[src/rtl/led_pulse_stretch_if.sv]
// led_pulse_stretch_if
//   Groups the event/status signals of led_pulse_stretch.
//   master : core-side driver (event_in, clr_ovf out; status in)
//   slave  : the stretcher itself (event_in, clr_ovf in; status out)
//   Signals:
//     event_in  event strobe, one event per high cycle
//     clr_ovf   synchronous clear of the overflow flag
//     led_out   LED drive, 1 = lit
//     busy      1 while a pulse or its off-gap is in progress
//     pending   queued events not yet shown
//     overflow  sticky: an event was dropped on a full queue
interface led_pulse_stretch_if #(
  parameter int PEND_W = 3
);
  logic              event_in;
  logic              clr_ovf;
  logic              led_out;
  logic              busy;
  logic [PEND_W-1:0] pending;
  logic              overflow;

  modport master (
    output event_in, clr_ovf,
    input  led_out, busy, pending, overflow
  );

  modport slave (
    input  event_in, clr_ovf,
    output led_out, busy, pending, overflow
  );
endinterface

[src/rtl/led_pulse_stretch.sv]
// led_pulse_stretch
//   Stretches single-cycle core events into visible LED pulses. Each event
//   lights the LED for HOLD = 2^(N-1) cycles; events arriving while a pulse
//   or off-gap is in progress are counted and replayed one by one, each
//   separated by a forced off-time GAP = 2^(GAP_N-1) cycles.
//   Ports:
//     clk      system clock
//     n_reset  asynchronous reset, active low
//     bus      led_pulse_stretch_if.slave (event_in, clr_ovf in;
//              led_out, busy, pending, overflow out, all registered)
//   Build option:
//     LED_STRETCH_RETRIGGER_EN - an event while lit restarts the on-time
//     instead of being queued; events during the off-gap still queue.
module led_pulse_stretch #(
  parameter int N      = 13,
  parameter int GAP_N  = 12,
  parameter int PEND_W = 3
) (
  input  logic               clk,
  input  logic               n_reset,
  led_pulse_stretch_if.slave bus
);

  localparam int CW = (N > GAP_N) ? N : GAP_N;

  localparam logic [CW-1:0]     HOLD_LAST = CW'((64'd1 << (N - 1)) - 64'd1);
  localparam logic [CW-1:0]     GAP_LAST  = CW'((64'd1 << (GAP_N - 1)) - 64'd1);
  localparam logic [PEND_W-1:0] PEND_MAX  = '1;

  localparam logic [1:0] S_IDLE = 2'd0;
  localparam logic [1:0] S_ON   = 2'd1;
  localparam logic [1:0] S_GAP  = 2'd2;

  logic [1:0]        state_q, state_d;
  logic [CW-1:0]     cnt_q,   cnt_d;
  logic [PEND_W-1:0] pend_q,  pend_d;
  logic              ovf_q,   ovf_d;
  logic              led_q,   led_d;
  logic              busy_q,  busy_d;
  logic              enq;

  always_comb begin
    state_d = state_q;
    cnt_d   = cnt_q + CW'(1);
    pend_d  = pend_q;
    ovf_d   = ovf_q & ~bus.clr_ovf;
    enq     = 1'b0;

    case (state_q)
      S_IDLE: begin
        cnt_d = '0;
        if (bus.event_in) state_d = S_ON;
      end

      S_ON: begin
`ifdef LED_STRETCH_RETRIGGER_EN
        if (bus.event_in) begin
          cnt_d = '0;
        end else if (cnt_q == HOLD_LAST) begin
          state_d = S_GAP;
          cnt_d   = '0;
        end
`else
        enq = bus.event_in;
        if (cnt_q == HOLD_LAST) begin
          state_d = S_GAP;
          cnt_d   = '0;
        end
`endif
      end

      S_GAP: begin
        if (cnt_q == GAP_LAST) begin
          // An event on the exit edge takes the slot being freed: with a
          // non-empty queue the count nets out unchanged, with an empty
          // queue the event is shown directly and never queued.
          cnt_d = '0;
          if (pend_q != '0) begin
            state_d = S_ON;
            if (!bus.event_in) pend_d = pend_q - PEND_W'(1);
          end else if (bus.event_in) begin
            state_d = S_ON;
          end else begin
            state_d = S_IDLE;
          end
        end else begin
          enq = bus.event_in;
        end
      end

      default: begin
        state_d = S_IDLE;
        cnt_d   = '0;
      end
    endcase

    // Drop-and-flag on a full queue; set beats a simultaneous clear.
    if (enq) begin
      if (pend_q == PEND_MAX) ovf_d  = 1'b1;
      else                    pend_d = pend_q + PEND_W'(1);
    end

    led_d  = (state_d == S_ON);
    busy_d = (state_d != S_IDLE);
  end

  always_ff @(posedge clk or negedge n_reset) begin
    if (!n_reset) begin
      state_q <= S_IDLE;
      cnt_q   <= '0;
      pend_q  <= '0;
      ovf_q   <= 1'b0;
      led_q   <= 1'b0;
      busy_q  <= 1'b0;
    end else begin
      state_q <= state_d;
      cnt_q   <= cnt_d;
      pend_q  <= pend_d;
      ovf_q   <= ovf_d;
      led_q   <= led_d;
      busy_q  <= busy_d;
    end
  end

  assign bus.led_out  = led_q;
  assign bus.busy     = busy_q;
  assign bus.pending  = pend_q;
  assign bus.overflow = ovf_q;

endmodule
[src/flat_wrapper.sv]
// flat-port wrapper written by rule: the top's interface ports become plain ports
module led_pulse_stretch_flat 
#(
  parameter int N      = 13,
  parameter int GAP_N  = 12,
  parameter int PEND_W = 3
)
  (clk, n_reset, bus_event_in, bus_clr_ovf, bus_led_out, bus_busy, bus_pending, bus_overflow);
  led_pulse_stretch_if #(.PEND_W(PEND_W)) bus_i ();
  input  logic clk;
  input  logic n_reset;
  input wire logic [$bits(bus_i.event_in)-1:0] bus_event_in;
  input wire logic [$bits(bus_i.clr_ovf)-1:0] bus_clr_ovf;
  output wire logic [$bits(bus_i.led_out)-1:0] bus_led_out;
  output wire logic [$bits(bus_i.busy)-1:0] bus_busy;
  output wire logic [$bits(bus_i.pending)-1:0] bus_pending;
  output wire logic [$bits(bus_i.overflow)-1:0] bus_overflow;
  assign bus_i.event_in = bus_event_in;
  assign bus_i.clr_ovf = bus_clr_ovf;
  assign bus_led_out = bus_i.led_out;
  assign bus_busy = bus_i.busy;
  assign bus_pending = bus_i.pending;
  assign bus_overflow = bus_i.overflow;
  led_pulse_stretch #(.N(N), .GAP_N(GAP_N), .PEND_W(PEND_W)) u_core (.clk(clk), .n_reset(n_reset), .bus(bus_i));
endmodule
[config.mk]
export PLATFORM = sky130hd
export DESIGN_NAME = led_pulse_stretch_flat
export DESIGN_NICKNAME = d
export VERILOG_FILES = /design/src/rtl/led_pulse_stretch_if.sv /design/src/rtl/led_pulse_stretch.sv /design/src/flat_wrapper.sv
export SDC_FILE = /design/constraint.sdc
export NUM_CORES = 1
export LEC_CHECK = 0
export ABC_CLOCK_PERIOD_IN_PS = 2100
export CAP_MARGIN = 15
export CORE_ASPECT_RATIO = 0.8
export CORE_MARGIN = 2
export CORE_UTILIZATION = 37
export DETAILED_ROUTE_END_ITERATION = 8
export GPL_ROUTABILITY_DRIVEN = 1
export PLACE_DENSITY = 0.58
export SYNTH_ARGS = -nofsm -noshare
export SYNTH_HDL_FRONTEND = slang
export SYNTH_SLANG_ARGS = --single-unit
[constraint.sdc]
create_clock -name clk -period 2.1 [get_ports clk]
set_input_delay 0.21 -clock clk [delete_from_list [all_inputs] [get_ports clk]]
set_output_delay 0.21 -clock clk [all_outputs]
set_load 0.02 [all_outputs]
# Yosys cells after proc, flatten, opt, wreduce, memory -nomap -nowiden

Index checks and enable logic that the tools add are counted.

Input bits: 4
Output and inout bits: 6
Logic and storage cells: 39
Register bits: 21

Eq/ne operators: 6
Add/sub/neg operators: 3
Bitwise operators: 2
Reduce and logical (&&, ||, !) cells: 3
Mux-type cells: 19

Operator list:

| operator              | count |
|---|---|
| $mux 13               | 2 |
| $pmux 13 s2           | 1 |
| $mux 3                | 6 |
| $add 13x1->13 const B | 1 |
| $eq 13x11->1 const B  | 1 |
| $eq 13x12->1 const B  | 1 |
| $mux 2                | 4 |
| $pmux 2 s3            | 1 |
| $eq 2x1->1 const B    | 2 |
| $mux 1                | 4 |
| $add 3x1->3 const B   | 1 |
| $eq 3x3->1 const B    | 1 |
| $reduce_bool 3->1     | 1 |
| $sub 3x1->3 const B   | 1 |
| $eq 2x2->1 const B    | 1 |
| $logic_not 2->1       | 1 |
| $pmux 1 s2            | 1 |
| $reduce_bool 2->1     | 1 |
| $and 1x1->1           | 1 |
| $not 1->1             | 1 |

# Depth between registers and ports, before layout

Depth after elaboration: 7
Depth in mapped cells: 7
Depth with buffers taken out: 7

# Least setup slack after synthesis

Ideal clock, no wire load.

Kind: register to register
Start point: reg u_core.cnt_q[0]
End point: reg u_core.led_q (netlist: u_core.bus.led_out)
Data required time: 2.034 ns
Cell stages (with the launch flop): 7
Period minus slack after synthesis: 1.784 ns
Setup time: 0.066 ns
Slack: 0.316 ns
Path buffers: 0
Data arrival time: 1.718 ns
Cells stage by stage: dfrtp_1 > ha_1 > nand4_4 > or3_1 > o311a_1 > nor2_2 > and2_1

Word-level cells in the longest chain between the ends: 4
Elaborated cells on any way between the ends: 6
Classes of those cells: eq/ne: 3; mux: 3

RTL lines:

| what                                                | line                                             | RTL |
|---|---|---|
| from (decl)                                         | led_pulse_stretch.sv:35                          | `logic [CW-1:0] cnt_q, cnt_d;` |
| from (signal assigned)                              | led_pulse_stretch.sv:117                         | `cnt_q <= cnt_d;` |
| $eq 13x11->1 / $eq 13x12->1 (equally long branches) | led_pulse_stretch.sv:73, led_pulse_stretch.sv:65 |  |
| $mux 2 (on tied branches)                           | led_pulse_stretch.sv:73, led_pulse_stretch.sv:65 |  |
| $pmux 2 s3 (*)                                      | led_pulse_stretch.sv:49                          | `case (state_q)` |
| net u_core.state_d[0]                               | led_pulse_stretch.sv:34                          | `logic [1:0] state_q, state_d;` |
| $eq 2x1->1 (*)                                      | led_pulse_stretch.sv:103                         | `led_d = (state_d == S_ON);` |
| net u_core.led_d                                    | led_pulse_stretch.sv:38                          | `logic led_q, led_d;` |
| to (signal assigned)                                | led_pulse_stretch.sv:120                         | `led_q <= led_d;` |
| to (decl)                                           | led_pulse_stretch.sv:38                          |  |

The timed path passes the listed nets; every way through them passes the cells marked *.

# Worst setup path after layout

Ends and elaborated chain as after synthesis.

==> metrics.md <==
| Metric | Value |
|---|---|
| Worst path slowest cell | `or3_1` |
| Share of cells above drive strength 1 | `8.76%` |
| PnR worst setup slack | `0.172 ns` |
| Slew Limit Fails | `0` |
| Crit path time final | `1.93 ns` |
| Vias in the first global route | `856` |
| Iter 0 DRT Violations | `17` |
| Wire length per cell | `12.2 um` |
| Max_cap viols | `0` |
| First-pass GRT wire length | `3.79 mm` |
| CTS tree | `yes` |
| TritonRoute pass-1 iters | `4` |
| Worst Tran Pin Value | `0.531 ns` |
| Final Skew | `~0.0027 ns` |
| Fin crit share | `91.8%` |
| Max Fclk | `519 MHz` |
| I/O Buffers | `9` |
| Clock power share | `25.5%` |
| Starting density of the core | `38.7%` |
| DP Worst Slack | `around 0.13 ns` |
| DRC Markers | `0` |
| Gr usage total | `between 10% and 20%` |
| CTS clk-pin slew, worst paths | `~0.07 ns` |
| Core region area | `3090 um2` |
| Area grow syn2layout | `17.7%` |
| Worst-case reg-to-reg path depth | `6` |
| Antenna diode count | `0` |
| Logic pwr share | `28.6%` |
| Mapped Area | `between 1000 and 1500 um2` |
| CTS resizes | `0` |
| Root buf cell | `clkbuf_8` |
| Num rows | `18` |
| Setup bufs post-CTS | `0` |
| RR Startpoint | `u_core.cnt_q[0]` |
| Crit path max fanout | `7` |
| CTS max path bufs | `2` |
| Sw Share | `31.4%` |
| Detailed-route via count | `860` |
| Worst Path Arrival | `2.14 ns` |
| Chip width | `67.5 um` |
| Routability cong. | `0.747` |
| Switching power | `0.000329 W` |
| Initial antenna violation count | `0` |
| CP Launch Type | `flop` |
| CP required | `2.31 ns` |
| Lkg Pwr | `0.618 nW` |
| Overall die area | `3700 um2` |
| CTS buffer count | `3` |
| PD cells | `around 750 nW/um2` |
| Storage element area | `527 um2` |
| RSZ-0062 raised after global routing | `no` |
| Flop pwr share | `45.9%` |
| Syn_area_per_cell | `9.63 um2` |
| Reg2reg setup slack | `0.17 ns` |
| Final Hold Viols | `0` |
| Hold buffer count at CTS | `0` |
| Post-DP HPWL | `1.61 mm` |
| Sum Neg Setup Slack | `0 ns` |
| Worst r2r dst | `u_core.bus.led_out` |
| Vias/cell | `approximately 4.9` |
| Clock sink count | `21` |
| Post-route antenna net violation count | `0` |
| Max-slew headroom | `64.2%` |
| Die Y | `54.8 um` |
| Peak VDD IR | `444 uV` |
| Ports | `10` |
| Largest net degree at the start of global routing | `22` |
| Final wirelength | `2.16 mm` |
| Sequential area share after synthesis | `44.0%` |
| Grt ovf | `0` |
| Worst setup path category | `reg2reg` |
| Fill count | `302` |
| Cell Chain, Critical Path | `ha_1, nand4_4, or3_1, o311a_1, nor2_2, and2_1` |
| H-Tree Depth | `1` |
| Synth Register Bits | `21` |
| Pwr Total | `0.00105 W` |
| CP peak stage delay | `between 0.4 and 0.5 ns` |
| Status | `finished, final reports clean` |
| Hold/Removal Path Class | `in2async` |
| Unique cell type count in the Yosys netlist | `32` |
| Fin nets | `151` |
| Clock latency at the later pin of the worst-skew pair | `0.27 ns` |
| Internal power | `approximately 0.00072 W` |
| Multi-input logic area | `643 um2` |
| Endpoints failing setup | `0` |
| Mapped Cells | `124` |
| Yosys Warn Count | `0` |
| Setup crit end kind | `flop` |
| Net Count, Synth | `137` |
worst max-delay path, delay by kind of cell (launching register included):
family | cells | cell delay, ns
AND/OR/NAND/NOR | 4 | 0.82
adder cells (fa/ha/maj) | 1 | 0.26
AO/OA/AOI/OAI | 1 | 0.40
flip-flops | 1 | 0.39
power groups by stage:
| stage | Combinational, W | Clock (W) | Sequential (W) |
|---|---|---|---|
| 2_1_floorplan | 0.000139 | 0 | 0.000525 |
| 3_3_place_gp | 0.000291 | 0 | 0.000486 |
| 3_5_place_dp | 0.000297 | 0 | 0.000490 |
| 4_1_cts | 0.000298 | 0.000286 | 0.000482 |
| 6_report | 0.000300 | 0.000267 | 0.000481 |
| 5_1_grt | 0.000344 | 0.000293 | 0.000488 |
cells in the final DEF, fill, tap and decap left out, types with 3 or more instances in the layout:
cell,netlist,layout
a21oi_1,3,3
clkdlybuf4s50_1,0,9
xnor2_1,9,9
inv_1,9,9
nand3_1,6,6
ha_1,9,9
nand2b_1,3,3
clkbuf_8,0,3
and3_1,3,3
o21ai_0,5,5
dfrtp_1,21,20
nand2_1,8,8
nor2_1,22,22
cell families (layout without fill, tap and decap cells):
kind of cell,Yosys count,after routing,synth area share [%]
AOI/OAI and AO/OA,17,17,10.2
buffers and inverters,11,24,3.67
DFF,21,21,44.0
muxes,3,3,2.62
xor gates and xnor gates,11,11,8.07
and+or+nand+nor,52,52,22.0
adders and majority gates,9,9,9.43
sequential cells by signal (all words and copies together) (netlist names):
signal / cells
u_core.bus.busy: 1
u_core.bus.led_out: 1
u_core.bus.overflow: 1
u_core.bus.pending: 3
u_core.cnt_q: 13
u_core.state_q: 2
final cells by class:
type                            count  share of cell area, %
Clock buffer                        3                   2.94
Clock inverter                      1                  0.356
Inverter                            9                   2.40
Multi-Input combinational cell     92                   45.8
Sequential cell                    21                   37.5
Tap cell                           40                   3.56
Timing Repair Buffer               11                   7.48
cell usage after synthesis:
| cell | count | area (um2) |
|---|---|---|
| a2111oi_2 | 1 | 15.0 |
| a211o_1 | 1 | 8.76 |
| a21oi_1 | 3 | 15.0 |
| a221o_1 | 1 | 10.0 |
| a22oi_1 | 1 | 7.51 |
| and2_1 | 2 | 12.5 |
| and3_1 | 3 | 18.8 |
| buf_2 | 2 | 10.0 |
| dfrtp_1 | 21 | 526 |
| ha_1 | 9 | 113 |
| inv_1 | 9 | 33.8 |
| mux2_2 | 1 | 11.3 |
| mux2i_1 | 2 | 20.0 |
| nand2_1 | 8 | 30.0 |
| nand2b_1 | 3 | 18.8 |
| nand3_1 | 6 | 30.0 |
| nand4_4 | 1 | 21.3 |
| nand4b_1 | 1 | 8.76 |
| nor2_1 | 22 | 82.6 |
| nor2_2 | 1 | 6.26 |
| nor3_1 | 1 | 5.00 |
| nor3_2 | 1 | 10.0 |
| nor4_1 | 2 | 12.5 |
| o21a_1 | 1 | 7.51 |
| o21ai_0 | 5 | 25.0 |
| o21bai_1 | 1 | 7.51 |
| o22ai_1 | 1 | 6.26 |
| o311a_1 | 1 | 10.0 |
| o41ai_1 | 1 | 8.76 |
| or3_1 | 1 | 6.26 |
| xnor2_1 | 9 | 78.8 |
| xor2_1 | 2 | 17.5 |
per-layer routing:
layer,global-route usage (%),vias up,part of all wire [%]
li1,-,447,-
met1,19.8,402,53
met2,20.6,6,42
met3,3.09,5,3.0
met4,8.16,0,2.6
met5,0,-,0
worst max-delay path by stage:
| stage | startpoint | end | slack (ns) | cells after the start |
|---|---|---|---|---|
| floorplan | u_core.cnt_q[0] | u_core.bus.led_out | 0.32 | 6 |
| global placement | u_core.state_q[0] | u_core.bus.led_out | 0.22 | 7 |
| detailed placement | u_core.state_q[0] | u_core.bus.led_out | 0.13 | 7 |
| CTS | u_core.state_q[0] | u_core.bus.led_out | 0.13 | 7 |
| global route | u_core.state_q[1] | u_core.bus.led_out | 0.04 | 7 |
| finish | u_core.cnt_q[0] | u_core.bus.led_out | 0.17 | 6 |
metrics by stage:
step	hold slack, ns	instance area (um2)	utilization [%]	cells
final	0.286	1410	45.5	177
after global routing	0.322	1410	45.5	177
after CTS	0.292	1390	44.9	177
after floorplan	-0.0856	1190	-	124
after detailed placement	0.484	1340	43.4	173
after global placement	0.465	1340	43.4	173
Power figures use the tool's default switching activity.
